===== config.mk =====
export PLATFORM = sky130hd
export DESIGN_NAME = datamem_arbiter
export DESIGN_NICKNAME = d
export VERILOG_FILES = /design/src/rtl/datamem_arbiter_pkg.sv /design/src/rtl/datamem_arbiter_grant.sv /design/src/rtl/datamem_arbiter.sv
export SDC_FILE = /design/constraint.sdc
export NUM_CORES = 1
export LEC_CHECK = 0
export ABC_AREA = 0
export ABC_CLOCK_PERIOD_IN_PS = 1250
export BUFFER_PORTS_ARGS = -buffer_cell sky130_fd_sc_hd__buf_2
export CELL_PAD_IN_SITES_DETAIL_PLACEMENT = 0
export CELL_PAD_IN_SITES_GLOBAL_PLACEMENT = 1
export CORE_UTILIZATION = 27
export DETAILED_ROUTE_END_ITERATION = 7
export GPL_ROUTABILITY_DRIVEN = 0
export GPL_TIMING_DRIVEN = 0
export PLACE_DENSITY = 0.78
export SETUP_SLACK_MARGIN = 0.15
export SYNTH_ARGS = -nofsm -noshare
export SYNTH_HDL_FRONTEND = slang
export SYNTH_SLANG_ARGS = --single-unit
export TNS_END_PERCENT = 50

===== constraint.sdc =====
create_clock -name clock -period 1.25 [get_ports clock]
set_input_delay 0.125 -clock clock [delete_from_list [all_inputs] [get_ports clock]]
set_output_delay 0.125 -clock clock [all_outputs]
set_load 0.005 [all_outputs]

===== src/rtl/datamem_arbiter_pkg.sv =====
// rtl/datamem_arbiter_pkg.sv - shared owner type and burst counter width for the data memory arbiter
package definitions;

    typedef enum logic {
        OWN_CORE = 1'b0,
        OWN_HOST = 1'b1
    } dm_owner_t;

    localparam int BURST_CNT_W = 4;

endpackage


===== src/rtl/datamem_arbiter_grant.sv =====
// rtl/datamem_arbiter_grant.sv - combinational round-robin winner selection with bounded host lock
module dm_arb_grant
    import definitions::*;
#(
    parameter int MAX_BURST = 4
) (
    input  logic                   core_req,
    input  logic                   host_req,
    input  logic                   host_lock,
    input  dm_owner_t              last_owner,
    input  logic [BURST_CNT_W-1:0] burst_cnt,
    output logic                   core_win,
    output logic                   host_win
);

    localparam logic [BURST_CNT_W-1:0] BURST_LIMIT = BURST_CNT_W'(MAX_BURST);

    logic lock_active;

    // Once burst_cnt reaches the limit the lock drops, and the tie rule hands the next slot to the core.
    assign lock_active = (last_owner == OWN_HOST) && host_lock && host_req
                         && (burst_cnt < BURST_LIMIT);

    always_comb begin
        core_win = 1'b0;
        host_win = 1'b0;
        case ({core_req, host_req})
            2'b10: core_win = 1'b1;
            2'b01: host_win = 1'b1;
            2'b11: begin
                if (lock_active) begin
                    host_win = 1'b1;
                end else if (last_owner == OWN_HOST) begin
                    core_win = 1'b1;
                end else begin
                    host_win = 1'b1;
                end
            end
            default: begin
                core_win = 1'b0;
                host_win = 1'b0;
            end
        endcase
    end

endmodule


===== src/rtl/datamem_arbiter.sv =====
// rtl/datamem_arbiter.sv - shares the single-port data memory between the core and the host port
module datamem_arbiter
    import definitions::*;
#(
    parameter int ADDR_W    = 8,
    parameter int DATA_W    = 8,
    parameter int MAX_BURST = 4
) (
    input  logic              clock,
    input  logic              reset_n,

    input  logic              core_req,
    input  logic              core_we,
    input  logic [ADDR_W-1:0] core_addr,
    input  logic [DATA_W-1:0] core_wdata,
    output logic              core_gnt,
    output logic              core_rvalid,
    output logic [DATA_W-1:0] core_rdata,

    input  logic              host_req,
    input  logic              host_we,
    input  logic [ADDR_W-1:0] host_addr,
    input  logic [DATA_W-1:0] host_wdata,
    input  logic              host_lock,
    output logic              host_gnt,
    output logic              host_rvalid,
    output logic [DATA_W-1:0] host_rdata,

    output logic              mem_we,
    output logic [ADDR_W-1:0] mem_addr,
    output logic [DATA_W-1:0] mem_wdata,
    input  logic [DATA_W-1:0] mem_rdata
);

    localparam logic [BURST_CNT_W-1:0] BURST_LIMIT = BURST_CNT_W'(MAX_BURST);

    dm_owner_t              last_owner_q, last_owner_d;
    logic [BURST_CNT_W-1:0] burst_cnt_q, burst_cnt_d;
    logic                   core_rvalid_q, core_rvalid_d;
    logic                   host_rvalid_q, host_rvalid_d;
    logic [DATA_W-1:0]      core_rdata_q, core_rdata_d;
    logic [DATA_W-1:0]      host_rdata_q, host_rdata_d;

    logic core_win;
    logic host_win;

    dm_arb_grant #(
        .MAX_BURST (MAX_BURST)
    ) u_grant (
        .core_req   (core_req),
        .host_req   (host_req),
        .host_lock  (host_lock),
        .last_owner (last_owner_q),
        .burst_cnt  (burst_cnt_q),
        .core_win   (core_win),
        .host_win   (host_win)
    );

    assign core_gnt = core_win;
    assign host_gnt = host_win;

    always_comb begin
        mem_we    = 1'b0;
        mem_addr  = '0;
        mem_wdata = '0;
        if (core_win) begin
            mem_we    = core_we;
            mem_addr  = core_addr;
            mem_wdata = core_wdata;
        end else if (host_win) begin
            mem_we    = host_we;
            mem_addr  = host_addr;
            mem_wdata = host_wdata;
        end
    end

    always_comb begin
        last_owner_d = last_owner_q;
        if (core_win) begin
            last_owner_d = OWN_CORE;
        end else if (host_win) begin
            last_owner_d = OWN_HOST;
        end

        // Only a locked host grant that holds off a waiting core counts toward the burst.
        burst_cnt_d = '0;
        if (host_win && core_req && host_lock) begin
            burst_cnt_d = (burst_cnt_q >= BURST_LIMIT) ? BURST_LIMIT : burst_cnt_q + 1'b1;
        end
    end

    always_comb begin
        core_rvalid_d = core_win && !core_we;
        host_rvalid_d = host_win && !host_we;
        core_rdata_d  = core_rvalid_d ? mem_rdata : core_rdata_q;
        host_rdata_d  = host_rvalid_d ? mem_rdata : host_rdata_q;
    end

    always_ff @(posedge clock) begin
        if (!reset_n) begin
            last_owner_q  <= OWN_HOST;
            burst_cnt_q   <= '0;
            core_rvalid_q <= 1'b0;
            host_rvalid_q <= 1'b0;
            core_rdata_q  <= '0;
            host_rdata_q  <= '0;
        end else begin
            last_owner_q  <= last_owner_d;
            burst_cnt_q   <= burst_cnt_d;
            core_rvalid_q <= core_rvalid_d;
            host_rvalid_q <= host_rvalid_d;
            core_rdata_q  <= core_rdata_d;
            host_rdata_q  <= host_rdata_d;
        end
    end

    assign core_rvalid = core_rvalid_q;
    assign host_rvalid = host_rvalid_q;
    assign core_rdata  = core_rdata_q;
    assign host_rdata  = host_rdata_q;

endmodule


# After elaboration in Yosys (flattened, before gate mapping)
# Index checks and enable logic that the tools add are counted.
# classes
n_mux,15
n_addsub,1
eq_ne,3
magnitude_cmp,2
reduce_logical,12
n_bitwise,2
# ops
op,count
$mux 8,4
$mux 1,8
$logic_and 1x1->1,7
$add 4x1->4 const B,1
$eq 2x2->1 const B,2
$ge 4x3->1 const B,1
$lt 4x3->1 const B,1
$pmux 1 s2,2
$mux 3,1
$reduce_or 3->1,1
$eq 2x1->1 const B,1
$logic_not 1->1,2
$not 1->1,2
$reduce_and 2->1,1
$reduce_bool 2->1,1
# totals
out_inout_bits,37
input_bits,47
reg_bits,23
elab_cells,42

# Logic depth before layout (Yosys ltp)
# Gate-level depths: netlist of the first run.
# depth
depth_word,9
depth_mapped,4
mapped_depth_nobuf,3

# Cells and area by module
# Synthesis of the first run repeated with hierarchy kept, for this count alone.
# hier_totals
cells_unflattened,111
hier_area_um2,1042.2
# modules_own_cells
module,seq_area_each_um2,cells_per_inst,area_each_um2,n_inst
datamem_arbiter,460.4,106,1007.2,1
dm_arb_grant,0.0,5,35.0,1

# Worst setup path before layout of the first run
# Ideal clock, no wire load.
# synth_path
path_kind,register to output
start,register burst_cnt_q[2]
end,output mem_addr[7]
stages_incl_launch_ff,5
path_buffers,1
arrival_time_ns,1.013
required_ns,1.125
setup_slack_ns,0.112
cell_sequence,dfxtp_1 -> nor3b_2 -> o21ai_1 -> buf_4 -> mux2i_1
# synth_between
elab_chain_len,6
word_cells_on_any_way,8
cone_classes,order compare: 1; mux: 6; reduce/logical: 1
# synth_lines
element,line,rtl
"start, declared",datamem_arbiter.sv:38,"logic [BURST_CNT_W-1:0] burst_cnt_q, burst_cnt_d;"
"start signal, assigned",datamem_arbiter.sv:109,burst_cnt_q <= burst_cnt_d;
$lt 4x3->1 (*),datamem_arbiter_grant.sv:22,&& (burst_cnt < BURST_LIMIT);
$logic_and 1x1->1 (*),datamem_arbiter_grant.sv:22,
$mux 1,datamem_arbiter_grant.sv:31,if (lock_active) begin
$pmux 1 s2,datamem_arbiter_grant.sv:27,"case ({core_req, host_req})"
$mux 8,datamem_arbiter.sv:70,end else if (host_win) begin
$mux 8 (*),datamem_arbiter.sv:66,if (core_win) begin
"end, declared",datamem_arbiter.sv:30,"output logic [ADDR_W-1:0] mem_addr,"
# Mark *: on every way between the ends. The rest lies on a longest branch, timed or not.

# Worst setup path after layout of the first run
# layout_path
start,register last_owner_q
end,output mem_wdata[2]
# layout_between
elab_chain_len,7
word_cells_on_any_way,11
cone_classes,mux: 8; reduce/logical: 3
# layout_lines
element,line,rtl
"start, declared",datamem_arbiter.sv:37,"dm_owner_t last_owner_q, last_owner_d;"
"start signal, assigned",datamem_arbiter.sv:108,last_owner_q <= last_owner_d;
$logic_and 1x1->1 (2 in series),datamem_arbiter_grant.sv:21,assign lock_active = (last_owner == OWN_HOST) && host_lock && host_req
$logic_and 1x1->1,datamem_arbiter_grant.sv:22,
$mux 1,datamem_arbiter_grant.sv:31,
$pmux 1 s2,datamem_arbiter_grant.sv:27,
$mux 8,datamem_arbiter.sv:70,
$mux 8 (*),datamem_arbiter.sv:66,
"end, declared",datamem_arbiter.sv:31,"output logic [DATA_W-1:0] mem_wdata,"
# Marks and branches as above.

==> out/qor.csv, run 1 <==
metric;value;unit
synth cell count leaders;nand2_1, mux2i_1, dfxtp_1, inv_1, buf_4;
Layout Utilization;43.4;%
Area Overhead vs Synth;54.7;%
Critical Path, Cell by Cell;nand2_4 > o21ai_4 > buf_6 > mux2i_1 > buf_2;
max cap viols;0;
Layout Cells excl Fill;289;
Mapped Cells;144;
critical path data arrival time;1.40;ns
f_max;658;MHz
WP data required;1.12;ns
I/O pins;84;
Via Count;1221;
die width;69.0;um
Routed WL;3080;um
CTS root buf;clkbuf_8;
Post-synth EDFFs;0;
initial antenna violation count;0;
Final Skew;0.00760;ns
# setup viols final;37;
Post-DRT Antenna Nets;0;
synthesized area;1210;um^2
All-Layer GR Usage;12.5;%
Hold/Removal Path Class;primary input to flip-flop;
synth warn;0;
failing checks;negative setup slack;
Worst Setup Path Type;flip-flop to output port;
VDD IR-drop max;0.000372;V
Pwr per Cell Area;875;nW/um^2
fraction of the cycle the final worst path needs;122;%
GR Overflow Total;0;
CTS tree;built;
antenna cell count;0;
Critical-path top delay cell;dfxtp_4;
max incr delay on CP;0.37;ns
Starting DRT DRC Count;38;
hold slack;0.0592;ns
main area contributors after synthesis;dfxtp_1, mux2i_1, nand2_1;
total CTS buffers;3;
RSZ-0062 raised after global routing;yes;
wire per inst;10.7;um
most common cell in the netlist;nand2_1;
CP Capture Type;output port;
sequential cell area fraction in the yosys report;37.9;%
Post-Syn Nets;192;
Seq cells post-synth;23;
Die H;69.0;um
port bufs;82;
Layout Nets;286;
total die area;4770;um^2
Worst Path Max Fanout;5;
ys async rst share;0;%
Initial Utilization;28.1;%
H-tree levels;1;
pin count of the biggest net entering global routing;14;
Max Slew Vio Count;0;
status;finished, violations left;
# hold bufs at CTS;0;
top cell type's share of synthesized area;37.9;%
final hold viol count;0;
library cells used by synthesis;23;
share of cells above drive strength 1;45.6;%
core area;4320;um^2
vias in the first global route;1105;
final setup margin;-0.271;ns
Num Clock Sinks;23;
Top delay family on crit path;flip-flops;
Power, Total;1.64;mW
worst skew pair latency;0.26;ns
Lkg Pwr;1.07;nW
first-pass GRT wire length;4840;um
CP Buf/Inv Count;2;
Post-synth top flop;dfxtp_1;
Post-Place Cells;278;
Syn Area/Cell;8.43;um^2
Clock transition at path regs;0.08;ns
Synth area leader;dfxtp_1;
CP Launch Type;flip-flop;
cell row count;24;
Fill cells;478;
hpwl dp;2310;um
fin crit period;1.52;ns
drt drc;0;
Place WS;-0.0699;ns
First-pass DRT Iterations;4;
Bufs on Longest Clock Path;2;
Via density;4.22;
## layout by cell type, fill, tap and decap left out, drive strengths merged
cell / count
conb: 1
buf: 95
nor3b: 2
and2: 2
clkinv: 1
nor4: 1
nand3: 1
o2111ai: 1
nand4bb: 1
mux2i: 33
clkbuf: 6
ha: 1
o21ai: 1
nor3: 1
o211a: 1
dfxtp: 23
inv: 18
nor2: 1
nor4b: 1
and4b: 1
nand2: 42
and3: 1
nand2b: 2
## kinds of logic (layout without fill, tap and decap cells)
kind of cell	count (synthesis)	count (layout)	share of synthesized area (%)
AO/OA/AOI/OAI	3	3	1.96
flip-flops	23	23	37.9
adder cells (fa/ha/maj)	1	1	1.03
other	1	1	0.309
multiplexers	33	33	27.2
AND/OR/NAND/NOR	56	56	21.8
buffers and inverters	27	120	9.79
## metrics by stage
stage / setup TNS, ns / instance area, um^2
after floorplan: 0 / 1220
final: -5.52 / 1880
after global placement: -0.748 / 1690
after CTS: -6.57 / 1830
after detailed placement: -0.673 / 1690
after global routing: -7.97 / 1880
## worst reg2reg max path, cell delays in order (launching register included)
cell       delay, ns
dfxtp_4         0.36
buf_6           0.11
buf_6           0.11
nand4bb_4       0.19
and4b_1         0.20
buf_6           0.15
and2_1          0.15
## routing by layer
metal / wire length [um] / part of all wire, % / global-route usage (%)
met3: 236 / 7.7 / 4.68
met2: 1480 / 48 / 22.2
met4: 11 / 0.36 / 2.04
met5: 0 / 0 / 0
met1: 1350 / 44 / 14.3
## state kept, by name (all words and copies together) (netlist names)
name	count
core_rvalid	1
host_rdata	8
burst_cnt_q	4
core_rdata	8
last_owner_q	1
host_rvalid	1
## where the power goes
group / internal, mW / total, mW / switching, mW
Combinational: 0.227 / 0.412 / 0.185
Sequential: 0.762 / 0.781 / 0.0189
Clock: 0.222 / 0.450 / 0.228
Total: 1.21 / 1.64 / 0.432
## what timing repair did
item,CTS,global route
setup buffers,4,1
setup endpoints to repair,39,41
cloned,2,0
pin swaps,4,3
gates resized for setup,15,6
endpoints found under the hold margin,0,0
## worst paths after layout
| path | end | slack (ns) | cells after the start | start |
|---|---|---|---|---|
| min reg2reg | burst_cnt_q[0]$_SDFF_PP0_ | 0.45 | 1 | burst_cnt_q[0]$_SDFF_PP0_ |
| max reg2reg | core_rvalid$_SDFF_PN0_ | -0.10 | 6 | burst_cnt_q[2]$_SDFF_PN0_ |
| max | mem_wdata[2] | -0.27 | 5 | last_owner_q$_SDFFE_PN1P_ |
| min | host_rvalid$_SDFF_PN0_ | 0.06 | 2 | host_we |
## area by class of cell
type,count,area (um^2),area share [%]
Buffer,9,66.3,3.53
Clock buffer,3,41.3,2.20
Clock inverter,1,5.00,0.266
Inverter,18,67.6,3.60
Multi-Input combinational cell,94,681,36.2
Sequential cell,23,472,25.1
Tap cell,52,65.1,3.46
Timing Repair Buffer,89,480,25.6
Note: power is estimated with default switching activity, not from simulation.
==> inputs of run 2 (changes only) <==
--- a/config.mk
+++ b/config.mk
@@ -7,14 +7,15 @@
 export LEC_CHECK = 0
 export ABC_AREA = 0
-export ABC_CLOCK_PERIOD_IN_PS = 1250
+export ABC_CLOCK_PERIOD_IN_PS = 1300
 export BUFFER_PORTS_ARGS = -buffer_cell sky130_fd_sc_hd__buf_2
 export CELL_PAD_IN_SITES_DETAIL_PLACEMENT = 0
 export CELL_PAD_IN_SITES_GLOBAL_PLACEMENT = 1
-export CORE_UTILIZATION = 27
+export CORE_UTILIZATION = 25
 export DETAILED_ROUTE_END_ITERATION = 7
 export GPL_ROUTABILITY_DRIVEN = 0
 export GPL_TIMING_DRIVEN = 0
-export PLACE_DENSITY = 0.78
+export PLACE_DENSITY = 0.76
 export SETUP_SLACK_MARGIN = 0.15
+export SKIP_CTS_REPAIR_TIMING = 1
 export SYNTH_ARGS = -nofsm -noshare
 export SYNTH_HDL_FRONTEND = slang
==> constraint.sdc (replaced) <==
create_clock -name clock -period 1.3 [get_ports clock]
set_input_delay 0.13 -clock clock [delete_from_list [all_inputs] [get_ports clock]]
set_output_delay 0.13 -clock clock [all_outputs]
set_load 0.01 [all_outputs]
==> out/qor.csv, run 2 (synthesis results as in run 1) <==
metric;value;unit
critical path data arrival time;1.52;ns
Num Clock Sinks;23;
pin count of the biggest net entering global routing;14;
drt drc;0;
share of cells above drive strength 1;51.5;%
CTS tree;built;
most frequent cells in the layout;buf_2, nand2_1, dfxtp_1;
total die area;5140;um^2
Worst Setup Path Type;flip-flop to output port;
WP data required;1.17;ns
most common cell after layout, fill and taps aside;buf_2;
fraction of the cycle the final worst path needs;127;%
CTS root buf;clkbuf_8;
Lkg Pwr;1.01;nW
core area;4500;um^2
switching part of the total;28.2;%
H-tree levels;1;
antenna cell count;0;
Initial Utilization;26.9;%
# setup viols final;26;
Max Slew Vio Count;0;
total CTS buffers;3;
max cap viols;0;
final hold viol count;0;
Final TNS setup;-6.00;ns
worst skew pair latency;0.26;ns
Hold/Removal Path Class;primary input to flip-flop;
Power, Total;1.67;mW
RR Startpoint;burst_cnt_q[3]$_SDFF_PP0_;
Worst Path Max Fanout;5;
Final Instance Area;1920;um^2
fin crit period;1.65;ns
vias in the first global route;1093;
placed inst area;1780;um^2
RR Endpoint;host_rdata[2]$_SDFFE_PN0P_;
max incr delay on CP;0.36;ns
Clock transition at path regs;0.08;ns
First-pass DRT Iterations;4;
wire per inst;10.7;um
Final Skew;0.00113;ns
Clk pwr share;26.6;%
I/O pins;84;
Worst Hold Path EP;host_rvalid$_SDFF_PN0_;
Via Count;1241;
Place WS;-0.0625;ns
status;finished, violations left;
VDD IR-drop max;0.000657;V
Fill cells;461;
Comb pwr share;28.3;%
cell row count;24;
Pwr per Cell Area;866;nW/um^2
f_max;607;MHz
Layout Nets;284;
initial antenna violation count;0;
RSZ-0062 raised after global routing;yes;
failing checks;negative setup slack;
CP Launch Type;flip-flop;
Area Overhead vs Synth;58.6;%
Post-DRT Antenna Nets;0;
Via density;4.32;
Die H;71.7;um
Sequential Power Share;45.0;%
Bufs on Longest Clock Path;2;
Worst R2R Setup Slack;-0.03;ns
hold slack;0.0340;ns
first-pass GRT wire length;4660;um
hpwl dp;2300;um
Critical-path top delay cell;dfxtp_4;
All-Layer GR Usage;11.3;%
Starting DRT DRC Count;14;
Worst R2R Path Depth;5;
port bufs;82;
final setup margin;-0.347;ns
CP Capture Type;output port;
die width;71.7;um
Routed WL;3080;um
Psw;0.470;mW
Internal;1.20;mW
hold wc startpoint;host_we;
GR Overflow Total;0;
Critical Path, Cell by Cell;nor3b_4 > o21ai_4 > clkbuf_16 > mux2i_2 > buf_2;
Hold Path Cell Cnt;2;
==> run 2: how the worst max path moves through the flow <==
stage	from	endpoint	slack, ns	cells after the start
6_report	burst_cnt_q[3]$_SDFF_PP0_	mem_wdata[1]	-0.35	5
5_1_grt	burst_cnt_q[3]$_SDFF_PP0_	mem_addr[4]	-0.43	5
4_1_cts	burst_cnt_q[2]$_SDFF_PN0_	mem_wdata[0]	-0.35	5
3_5_place_dp	core_req	mem_wdata[6]	-0.06	6
3_3_place_gp	core_req	mem_addr[0]	-0.1	6
2_1_floorplan	burst_cnt_q[2]$_SDFF_PN0_	mem_addr[7]	0.12	4
==> run 2: layer usage <==
metal	global-route usage, %	wire, um	vias to the layer above	share of wire [%]
met5	0	0	-	0
met3	2.67	224	5	7.3
met4	4.58	43	0	1.4
met2	21.2	1550	55	50
met1	12.2	1270	537	41
li1	-	-	644	-
==> run 2: per-stage QoR <==
stage / utilization (%) / instances
after floorplan: - / 144
after global placement: 39.5 / 278
after detailed placement: 39.5 / 278
after CTS: 40.5 / 282
after global routing: 42.7 / 287
final: 42.7 / 287
==> run 2: power by group through the flow <==
stage	logic, mW	registers, mW	clock network [mW]
floorplan	0.253	0.782	0
global placement	0.436	0.770	0
detailed placement	0.438	0.770	0
CTS	0.440	0.753	0.465
global route	0.514	0.754	0.498
finish	0.472	0.750	0.444
==> run 2: worst max-delay path, delay by kind of cell, from the launching register on <==
kind	cells	cell delay [ns]
mux	1	0.15
compound gates	1	0.13
simple gates	1	0.27
flops	1	0.36
buf+inv	2	0.33
==> run 2: cell type report <==
cell class	instances	area, um^2	area share, %
clock buffers	3	41.3	2.15
well taps	52	65.1	3.38
repair buffers	87	465	24.2
clock inverters	1	5.00	0.260
inverters	18	67.6	3.51
multi-input cells	94	732	38.0
plain buffers	9	78.8	4.10
flip-flops and latches	23	469	24.4
==> inputs of run 3 (changes only) <==
Settings changed: ABC_CLOCK_PERIOD_IN_PS 1300 to 1480, GPL_ROUTABILITY_DRIVEN 0 to unset.
Clock period 1.3 ns to 1.48 ns, I/O delays scaled along.
==> out/qor.csv, run 3 (synthesis results as in run 1) <==
metric;value;unit
Worst Setup Path Type;flip-flop to output port;
Max Slew Vio Count;0;
Lkg Pwr;1.06;nW
Psw;0.391;mW
antenna cell count;0;
placed inst area;1690;um^2
H-tree levels;1;
Worst R2R Setup Slack;0.12;ns
RR Endpoint;host_rdata[4]$_SDFFE_PN0P_;
First-pass DRT Iterations;4;
gpl congestion;0.721;
Via density;4.22;
total die area;5140;um^2
Die H;71.7;um
port bufs;82;
hpwl dp;2360;um
Layout Cells excl Fill;288;
CTS root buf;clkbuf_8;
All-Layer GR Usage;11.4;%
initial antenna violation count;0;
die width;71.7;um
Worst Path Max Fanout;5;
total CTS buffers;3;
Starting DRT DRC Count;38;
VDD IR-drop max;0.000365;V
status;finished, violations left;
CP Capture Type;output port;
vias in the first global route;1064;
most frequent cells in the layout;buf_2, nand2_1, mux2i_1;
Clk pwr share;26.7;%
Layout Utilization;41.3;%
Layout Nets;285;
RR Startpoint;burst_cnt_q[3]$_SDFF_PP0_;
failing checks;negative setup slack;
Area Overhead vs Synth;53.2;%
Internal;1.03;mW
core area;4500;um^2
max incr delay on CP;0.38;ns
max cap viols;0;
critical path launch point;burst_cnt_q[2]$_SDFF_PN0_;
Initial Utilization;26.9;%
Num Clock Sinks;23;
Hold Path Cell Cnt;2;
Comb pwr share;26.9;%
worst skew pair latency;0.26;ns
Post-Place Cells;278;
Critical-path top delay cell;dfxtp_4;
fraction of the cycle the final worst path needs;109;%
first-pass GRT wire length;4710;um
most common cell after layout, fill and taps aside;buf_2;
final setup margin;-0.137;ns
cell row count;24;
I/O pins;84;
Post-DRT Antenna Nets;0;
GR Overflow Total;0;
final hold viol count;0;
RSZ-0062 raised after global routing;yes;
Routed WL;3210;um
Pwr per Cell Area;762;nW/um^2
Sequential Power Share;46.4;%
Clock transition at path regs;0.08;ns
fin crit period;1.62;ns
Bufs on Longest Clock Path;2;
Via Count;1216;
drt drc;0;
Hold/Removal Path Class;primary input to flip-flop;
switching part of the total;27.6;%
share of cells above drive strength 1;44.9;%
CP Launch Type;flip-flop;
wire per inst;11.1;um
Final Skew;0.00349;ns
Critical Path, Cell by Cell;nor3b_4 > o21ai_4 > buf_6 > mux2i_1 > buf_2;
Final Instance Area;1860;um^2
Worst Hold Path EP;host_rvalid$_SDFF_PN0_;
Worst R2R Path Depth;5;
WP data required;1.33;ns
CTS tree;built;
f_max;618;MHz
# setup viols final;17;
hold wc startpoint;host_we;
critical path data arrival time;1.47;ns
pin count of the biggest net entering global routing;14;
## run 3: critical path: cells and delay by family, from the launching register on
family          cells  cell delay [ns]
flops               1             0.38
buf+inv             2             0.33
compound gates      1             0.26
mux                 1             0.19
simple gates        1             0.06
## run 3: cell type report
type | count | area, um^2
Fill cell | 459 | 2650
Multi-Input combinational cell | 94 | 659
Timing Repair Buffer | 88 | 483
Sequential cell | 23 | 472
Inverter | 18 | 67.6
Buffer | 9 | 66.3
Tap cell | 52 | 65.1
Clock buffer | 3 | 41.3
Clock inverter | 1 | 5.00
## run 3: stage by stage
stage	TNS (ns)	setup WS (ns)	total power [mW]	hold slack, ns
6_report	-1.94	-0.137	1.42	0.0627
3_5_place_dp	0	0.0827	1.02	0.336
5_1_grt	-3.26	-0.235	1.50	0.0518
3_3_place_gp	0	0.0867	1.01	0.334
4_1_cts	-3.21	-0.215	1.40	0.0529
2_1_floorplan	0	0.244	0.863	0.219
## run 3: power by group through the flow
stage | combinational [mW] | sequential [mW] | clock (mW)
floorplan | 0.177 | 0.685 | 0
global placement | 0.338 | 0.674 | 0
detailed placement | 0.342 | 0.675 | 0
CTS | 0.343 | 0.660 | 0.396
global route | 0.416 | 0.662 | 0.425
finish | 0.381 | 0.658 | 0.378
## run 3: per-layer routing
| layer | vias to the layer above | global-route usage (%) | part of all wire, % | wire length (um) |
|---|---|---|---|---|
| met1 | 531 | 13.5 | 43 | 1390 |
| met4 | 0 | 0.654 | 0 | 0 |
| met3 | 0 | 4.36 | 7.4 | 238 |
| met2 | 40 | 20.3 | 49 | 1580 |
| li1 | 645 | - | - | - |
| met5 | - | 0 | 0 | 0 |
## run 3: how the worst max path moves through the flow
stage              endpoint  slack (ns)  cells after the start
2_1_floorplan   mem_addr[7]        0.24                      4
3_3_place_gp   mem_wdata[7]        0.09                      5
3_5_place_dp    mem_addr[3]        0.08                      6
4_1_cts         mem_addr[3]       -0.22                      5
5_1_grt              mem_we       -0.24                      5
6_report        mem_addr[7]       -0.14                      5
